<file path="config.mk">
export PLATFORM = sky130hd
export DESIGN_NAME = div_unit
export DESIGN_NICKNAME = d
export VERILOG_FILES = /design/src/rtl/div_unit_pkg.sv /design/src/rtl/div_unit_step.sv /design/src/rtl/div_unit.sv
export SDC_FILE = /design/constraint.sdc
export NUM_CORES = 1
export LEC_CHECK = 0
export CAP_MARGIN = 20
export CORE_UTILIZATION = 25
export CTS_CLUSTER_SIZE = 25
export DETAILED_ROUTE_END_ITERATION = 16
export GPL_TIMING_DRIVEN = 1
export PLACE_DENSITY = 0.52
export SLEW_MARGIN = 20
export SYNTH_ARGS = -nofsm -noshare
export SYNTH_HDL_FRONTEND = slang
export SYNTH_HIERARCHICAL = 1
export SYNTH_SLANG_ARGS = --single-unit
</file>
<file path="constraint.sdc">
create_clock -name clk -period 6.7 [get_ports clk]
set_clock_uncertainty 0.1 [all_clocks]
set_input_delay 1.34 -clock clk [delete_from_list [all_inputs] [get_ports clk]]
set_output_delay 1.34 -clock clk [all_outputs]
set_load 0.005 [all_outputs]
</file>
<file path="src/rtl/div_unit_pkg.sv">
// Shared definitions for the multi-cycle divider: operation codes, FSM
// states and the datapath width tied to the CPU word size.
`ifndef CPU_WIDTH
`define CPU_WIDTH 32
`endif

package div_unit_pkg;

  localparam int DIV_DATA_W = `CPU_WIDTH;
  localparam int DIV_CNT_W  = $clog2(DIV_DATA_W);

  // RV32M division operations; bit 1 selects remainder, bit 0 unsigned.
  typedef enum logic [1:0] {
    OP_DIV  = 2'b00,
    OP_DIVU = 2'b01,
    OP_REM  = 2'b10,
    OP_REMU = 2'b11
  } div_op_e;

  typedef enum logic [1:0] {
    S_IDLE = 2'b00,
    S_CALC = 2'b01,
    S_DONE = 2'b10
  } div_state_e;

  function automatic logic op_is_signed(input div_op_e op);
    return ~op[0];
  endfunction

  function automatic logic op_is_rem(input div_op_e op);
    return op[1];
  endfunction

endpackage

</file>
<file path="src/rtl/div_unit_step.sv">
// One radix-2 restoring division iteration: shift {rem, quo} left by one,
// then subtract the divisor from the partial remainder when it fits.
module div_step #(
  parameter int DATA_W = 32
) (
  input  logic [DATA_W-1:0] rem,
  input  logic [DATA_W-1:0] quo,
  input  logic [DATA_W-1:0] divisor,
  output logic [DATA_W-1:0] rem_next,
  output logic [DATA_W-1:0] quo_next
);

  logic [DATA_W:0] rem_shifted;
  logic [DATA_W:0] rem_diff;
  logic            fits;

  // The partial remainder is always below the divisor, so the shifted value
  // needs one extra bit and either outcome fits back into DATA_W bits.
  always_comb begin
    rem_shifted = {rem, quo[DATA_W-1]};
    rem_diff    = rem_shifted - {1'b0, divisor};
    fits        = (rem_shifted >= {1'b0, divisor});
    rem_next    = fits ? rem_diff[DATA_W-1:0] : rem_shifted[DATA_W-1:0];
    quo_next    = {quo[DATA_W-2:0], fits};
  end

endmodule

</file>
<file path="src/rtl/div_unit.sv">
// Multi-cycle RV32M divider (DIV/DIVU/REM/REMU). Operands are latched on
// start; special cases resolve in one cycle, everything else runs DATA_W
// restoring iterations on magnitudes followed by a sign fix-up.
module div_unit
  import div_unit_pkg::*;
#(
  parameter int DATA_W = DIV_DATA_W,
  parameter int CNT_W  = DIV_CNT_W
) (
  input  logic              clk,
  input  logic              rst,
  input  logic              div_start_i,
  input  logic [1:0]        div_op_i,
  input  logic [DATA_W-1:0] dividend_i,
  input  logic [DATA_W-1:0] divisor_i,
  output logic [DATA_W-1:0] div_result_o,
  output logic              div_res_ready_o,
  output logic              div_busy_o
);

  localparam logic [DATA_W-1:0] MOST_NEG = {1'b1, {(DATA_W-1){1'b0}}};
  localparam logic [DATA_W-1:0] ALL_ONES = {DATA_W{1'b1}};
  localparam logic [CNT_W-1:0]  LAST_CNT = CNT_W'(DATA_W - 1);

  div_state_e        state_reg, state_next;
  div_op_e           op_reg;
  logic [DATA_W-1:0] rem_reg;
  logic [DATA_W-1:0] quo_reg;
  logic [DATA_W-1:0] divisor_reg;
  logic              dividend_neg_reg;
  logic              divisor_neg_reg;
  logic [CNT_W-1:0]  cnt_reg;
  logic [DATA_W-1:0] result_reg;

  div_op_e           op_in;
  logic              in_signed;
  logic              in_dividend_neg;
  logic              in_divisor_neg;
  logic              div_by_zero;
  logic              overflow;
  logic              special;
  logic [DATA_W-1:0] special_result;

  logic [DATA_W-1:0] step_rem;
  logic [DATA_W-1:0] step_quo;
  logic              last_iter;
  logic [DATA_W-1:0] final_result;

  div_step #(
    .DATA_W(DATA_W)
  ) u_step (
    .rem      (rem_reg),
    .quo      (quo_reg),
    .divisor  (divisor_reg),
    .rem_next (step_rem),
    .quo_next (step_quo)
  );

  // Classify the incoming request and precompute the fast-path result.
  always_comb begin
    op_in           = div_op_e'(div_op_i);
    in_signed       = op_is_signed(op_in);
    in_dividend_neg = in_signed & dividend_i[DATA_W-1];
    in_divisor_neg  = in_signed & divisor_i[DATA_W-1];
    div_by_zero     = (divisor_i == '0);
    overflow        = in_signed && (dividend_i == MOST_NEG) && (divisor_i == ALL_ONES);
    special         = div_by_zero | overflow;
    special_result  = '0;
    if (div_by_zero) begin
      special_result = op_is_rem(op_in) ? dividend_i : ALL_ONES;
    end else if (overflow) begin
      special_result = op_is_rem(op_in) ? '0 : MOST_NEG;
    end
  end

  // Apply the sign fix-up to the result of the final iteration.
  always_comb begin
    last_iter    = (cnt_reg == LAST_CNT);
    final_result = '0;
    if (op_is_rem(op_reg)) begin
      final_result = (op_reg == OP_REM && dividend_neg_reg) ? -step_rem : step_rem;
    end else begin
      final_result = (op_reg == OP_DIV && (dividend_neg_reg ^ divisor_neg_reg))
                     ? -step_quo : step_quo;
    end
  end

  // State register.
  always_ff @(posedge clk or posedge rst) begin
    if (rst) begin
      state_reg <= S_IDLE;
    end else begin
      state_reg <= state_next;
    end
  end

  // Next-state logic and status outputs; dropping start mid-CALC aborts.
  always_comb begin
    state_next      = state_reg;
    div_res_ready_o = 1'b0;
    div_busy_o      = 1'b0;
    case (state_reg)
      S_IDLE: begin
        if (div_start_i) begin
          state_next = special ? S_DONE : S_CALC;
        end
      end
      S_CALC: begin
        div_busy_o = 1'b1;
        if (!div_start_i) begin
          state_next = S_IDLE;
        end else if (last_iter) begin
          state_next = S_DONE;
        end
      end
      S_DONE: begin
        div_busy_o      = 1'b1;
        div_res_ready_o = 1'b1;
        state_next      = S_IDLE;
      end
      default: state_next = S_IDLE;
    endcase
  end

  // Operand latching, iteration datapath and result register.
  always_ff @(posedge clk or posedge rst) begin
    if (rst) begin
      op_reg           <= OP_DIV;
      rem_reg          <= '0;
      quo_reg          <= '0;
      divisor_reg      <= '0;
      dividend_neg_reg <= 1'b0;
      divisor_neg_reg  <= 1'b0;
      cnt_reg          <= '0;
      result_reg       <= '0;
    end else begin
      case (state_reg)
        S_IDLE: begin
          if (div_start_i) begin
            op_reg           <= op_in;
            dividend_neg_reg <= in_dividend_neg;
            divisor_neg_reg  <= in_divisor_neg;
            quo_reg          <= in_dividend_neg ? -dividend_i : dividend_i;
            divisor_reg      <= in_divisor_neg ? -divisor_i : divisor_i;
            rem_reg          <= '0;
            cnt_reg          <= '0;
            if (special) begin
              result_reg <= special_result;
            end
          end
        end
        S_CALC: begin
          if (div_start_i) begin
            rem_reg <= step_rem;
            quo_reg <= step_quo;
            cnt_reg <= cnt_reg + CNT_W'(1);
            if (last_iter) begin
              result_reg <= final_result;
            end
          end
        end
        default: ;
      endcase
    end
  end

  assign div_result_o = result_reg;

endmodule

</file>
After elaboration in Yosys (flattened, before gate mapping):

Cells that the tools add are included.

* flip-flop bits (word level): 139
* input bits: 69
* output and inout port bits: 34
* logic and storage cells: 76

* add/subtract/negate cells: 6
* order comparisons: 1
* equal/unequal tests: 11
* muxes and demuxes: 31
* bitwise logic cells: 5
* reductions and logical operators: 13

Operators with widths (count)
* $mux 32: 18
* $pmux 32 s2: 3
* $neg 32->32: 4
* $eq 32x32->1 const B: 2
* $ge 33x32->1: 1
* $logic_not 32->1: 1
* $sub 32x32->32: 1
* $mux 5: 2
* $pmux 5 s2: 1
* $mux 2: 4
* $ne 2x2->1 const B: 4
* $add 5x1->5 const B: 1
* $eq 5x5->1 const B: 1
* $reduce_and 5->1: 1
* $eq 2x2->1 const B: 2
* $logic_and 1x1->1: 4
* $logic_not 2->1: 2
* $pmux 2 s2: 1
* $reduce_and 2->1: 2
* $ne 3x3->1 const B: 1
* $reduce_and 3->1: 1
* $and 1x1->1: 2
* $eq 2x1->1 const B: 1
* $mux 1: 2
* other kinds (5): 5

Logic depth before layout (Yosys ltp):

* depth in word-level cells: 8
* gate-level depth with buffers: 21
* depth with buffers taken out: 18

By module:

The synthesis kept the hierarchy.

Modules (own cells, without submodules)
* div_unit: times used 1, cells an instance 1078, area each 9123.8 sq um
* div_step: times used 1, cells an instance 346, area each 2606.2 sq um

Least setup slack after synthesis:

No wires, ideal clock.

* kind: reg2reg
* start: register rem_reg[19]
* end: register result_reg[29], in the netlist div_result_o[29]
* library setup time: 129 ps
* data arrival time: 4317 ps
* data required time: 6471 ps
* path slack: 2154 ps
* cell stages (with the launch flop): 19
* path buffers: 3
* clock period less this slack: 4546 ps
* cell sequence: dfrtp_1 > ha_1 > buf_6 > a211oi_2 > o211ai_1 > a41o_1 > or2_0 > o22a_2 > a21oi_2 > o21ai_4 > buf_12 > mux2_4 > or4_1 > clkbuf_1 > nor3_2 > a41oi_1 > xor2_1 > a221oi_1 > a21oi_1

* cells in the longest elaborated chain, start to end: 8
* elaborated cells between the ends (all ways): 11

RTL lines
* from (decl): line div_unit.sv:27 `logic [DATA_W-1:0] rem_reg;`
* from (signal assigned): line div_unit.sv:154 `rem_reg <= step_rem;`
* $ge 33x32->1: line div_unit_step.sv:22 `fits = (rem_shifted >= {1'b0, divisor});`
* $mux 32: line div_unit_step.sv:23 `rem_next = fits ? rem_diff[DATA_W-1:0] : rem_shifted[DATA_W-1:0];`
* via step_rem[6]: line div_unit.sv:44 `logic [DATA_W-1:0] step_rem;`
* $neg 32->32: line div_unit.sv:81 `final_result = (op_reg == OP_REM && dividend_neg_reg) ? -step_rem : step_rem;`
* $mux 32: line div_unit.sv:81
* $mux 32: line div_unit.sv:80 `if (op_is_rem(op_reg)) begin`
* $mux 32: line div_unit.sv:157 `if (last_iter) begin`
* $mux 32: line div_unit.sv:153 `if (div_start_i) begin`
* $pmux 32 s2: line div_unit.sv:137 `case (state_reg)`
* to (signal assigned): line div_unit.sv:148 `result_reg <= special_result;`
* to (signal assigned): line div_unit.sv:158 `result_reg <= final_result;`
* to (decl): line div_unit.sv:33 `logic [DATA_W-1:0] result_reg;`

The timed path passes the listed nets, and every way through them passes these cells. The select of a mux whose other input is x is not followed.
A chain may end at the register's enable or synchronous reset.

Final worst setup path:

* start: register rem_reg[2]
* end: register result_reg[29], in the netlist div_result_o[29]

* cells in the longest elaborated chain, start to end: 8
* elaborated cells between the ends (all ways): 11

RTL lines
* $ge 33x32->1: line div_unit_step.sv:22
* via step_quo[0]: line div_unit.sv:45 `logic [DATA_W-1:0] step_quo;`
* $mux 32: line div_unit_step.sv:23
* via step_rem[3]: line div_unit.sv:44
* $neg 32->32: line div_unit.sv:81
* $mux 32: line div_unit.sv:81
* $mux 32: line div_unit.sv:80
* $mux 32: line div_unit.sv:157
* $mux 32: line div_unit.sv:153
* $pmux 32 s2: line div_unit.sv:137

The timed path passes the listed nets, and every way through them passes these cells. The select of a mux whose other input is x is not followed.

==> flow_summary.ini <==
[synth]
async_flop_share_pct = 100.0
synthCells = 1424
synth_cell_types = 81
synth_top_area_cell = dfrtp_1
synth_edf_count = 0
synth.cell_area_um2 = 11730
dominantRegCellSynth = dfrtp_1
synth_fp_nets = 1536
synth_seq_area_share_pct = 29.65
ys_ff_latch = 139
synthTopCellsByArea = dfrtp_1 30%, o21ai_0 5.9%, xor2_1 5.5%
synth_warnings = 6
syn_avg_cell_area_um2 = 8.237
synth_top_area_share_pct = 29.65

[global_route]
grtUsageTotal_pct = 16.80
grt_max_degree = 106
met3_usage_pct = 3.758
grt_overflow = 0
first_global_vias = 10478
use_met2_pct = 25.05
top_usage_layer = met2
met1_usage_pct = 24.27
grt_pass1_wl_um = 62430
antenna_found_initial = 1

[critical_path]
r2r-end = div_result_o[29]
crit_fanout = 28
r2r-start = rem_reg[2]
worstSetupEndpointType = register
rr_worst_depth = 15
cp.arrival_ns = 5.79
worstPathRequired_ns = 6.91
r2r_setup_slack_ns = 1.12
critical_path_class = register to register
worstSetupStartpoint = rem_reg[2]
start_kind = register
endpoint = div_result_o[29]

[cells_and_area]
num-fill-cells = 4979
drive_above_1_share_pct = 7.587
final_net_count = 1562
area_delta_synth_final_pct = 15.88
n_antenna_cell = 0
fin_util_pct = 29.26

[sta]
finalHoldViolations = 0
setup_violations = 0
rsz0062_at_grt = no
holdWs_ns = 0.3794
final-max-slew-violation-count = 0
tightest_slew_ns = 1.111
slew_headroom_pct = 25.67
fmaxAchievable_mhz = 179.1
setup_tns_ns = 0
period_share_pct = 83.35
timing.final.crit_period_ns = 5.584

[route]
wl_per_cell_um = 19.29
detail_route.wirelength_um = 39930
viasPerCell = 5.286
drt_iter0_drc = 850
dr.pass1.iters = 5
vias = 10942
ant_nets = 0
drc = 0

[placed_design]
io_buffers = 102
gp_congestion = 0.9051
dpl.hpwl_um = 30030

[clock_tree]
cts_hold_buf = 0
cts_resized = 0
cts_num_sinks = 139
clock_path_buffers = 2
clock_latency_ns = 0.45
cts_tree = yes
h-tree-depth = 4
clk_pin_slew_ns = 0.07
cts_setup_buffers = 0
cts_buffers = 17
cts-root-buf = clkbuf_16

[floorplanning]
die_x_um = 218.6
initial_core_util_pct = 25.25
core-area_um2 = 46460
die-area_um2 = 47790
die_h_um = 218.6
ios = 103
core.rowCount = 79

[pwr]
power.density_nw_per_um2 = 587.1
p_leak_nw = 5.580
peakVddDrop_mv = 0.3089

[worst_hold_path]
min_path_type = register to register

[job]
maxCapViolations = 0

[outcome]
status = complete, no violations
-- placed cells by master, fill, tap and decap left out, types with 17 or more instances in the layout --
| cell type | n |
|---|---|
| nand4_1 | 18 |
| clkdlybuf4s50_1 | 102 |
| a22o_1 | 29 |
| mux2i_1 | 21 |
| or3_1 | 18 |
| or4_1 | 18 |
| o21ai_0 | 139 |
| a21oi_1 | 120 |
| inv_1 | 59 |
| nand2_1 | 147 |
| ha_1 | 41 |
| nor4_1 | 17 |
| xnor2_1 | 61 |
| o31ai_1 | 20 |
| nor3_1 | 39 |
| o211ai_1 | 18 |
| xor2_1 | 73 |
| a31oi_1 | 44 |
| buf_4 | 17 |
| dfrtp_1 | 139 |
| mux2_4 | 27 |
| nor2_1 | 85 |
| clkbuf_16 | 17 |
| nand3_1 | 17 |
-- report_power, final --
part           internal, mW  switching [mW]  leakage [nW]
combinational          2.14            3.26          3.57
clock                 0.514           0.421         0.254
sequential             1.22           0.430          1.75
total                  3.87            4.11          5.58
-- worst min path at each step --
stage               startpoint               to  slack (ns)  cells after the start
2_1_floorplan  divisor_reg[10]  divisor_reg[10]        0.35                      2
3_3_place_gp   divisor_reg[26]  divisor_reg[26]        0.36                      2
3_5_place_dp   divisor_reg[14]  divisor_reg[14]        0.37                      2
4_1_cts        divisor_reg[14]  divisor_reg[14]        0.39                      2
5_1_grt        divisor_reg[14]  divisor_reg[14]        0.40                      2
6_report       divisor_reg[14]  divisor_reg[14]        0.38                      2
-- routing by layer --
layer  vias to the layer above  wire [um]
met4                         0        689
met5                         -          0
met2                       352      17010
met1                      5359      19550
li1                       5192          -
met3                        39       2683
-- worst max-delay path, stage by stage (launching register included) --
cell and delay [ns]:
dfrtp_1 0.40, ha_1 0.38, o211ai_1 0.14, a211oi_1 0.25, nor2_1 0.14, o31ai_1 0.38, o22a_2 0.26, a21oi_2 0.06
o21ai_4 0.87, mux2_2 0.50, or4_1 0.60, nor3_2 0.52, a41oi_1 0.22, xor2_1 0.21, a221oi_1 0.31, a21oi_1 0.11
-- cell type report --
class | instances | area (um^2) | share of cell area [%]
multi-input combinational | 1110 | 7410 | 54.51
sequential | 139 | 3478 | 25.59
timing repair buffer | 119 | 1149 | 8.450
tap | 607 | 759.5 | 5.587
clock buffer | 20 | 436.7 | 3.212
inverter | 63 | 244.0 | 1.795
clock inverter | 12 | 116.4 | 0.8560
-- cells in the mapped netlist, drive strengths merged, types with 21 or more instances --
master	n
nor4	23
ha	42
xor2	73
nor3	41
dfrtp	139
a21oi	122
mux2i	21
clkbuf	63
inv	61
o21ai	143
a31oi	44
buf	49
a22o	29
xnor2	61
mux2	36
nand2	148
nor2	85
-- logic make-up after synthesis --
| group | Yosys count | share of synthesized area (%) |
|---|---|---|
| AO/OA/AOI/OAI | 449 | 23.74 |
| AND/OR/NAND/NOR | 427 | 18.49 |
| buffers and inverters | 175 | 7.349 |
| flip-flops | 139 | 29.65 |
| XOR/XNOR | 134 | 10.01 |
| multiplexers | 57 | 6.112 |
| adder cells (fa/ha/maj) | 43 | 4.651 |
-- metrics by stage --
step	cells	setup slack [ns]	power (mW)	instance area, um^2
after CTS	2070	1.115	7.947	13590
after detailed placement	2038	1.150	6.986	13040
after global routing	2070	0.7421	8.654	13590
after floorplan	1424	1.535	5.686	11730
after global placement	2038	1.266	6.990	13040
final	2070	1.116	7.980	13590
No activity file was read; power rests on OpenSTA's default activity.
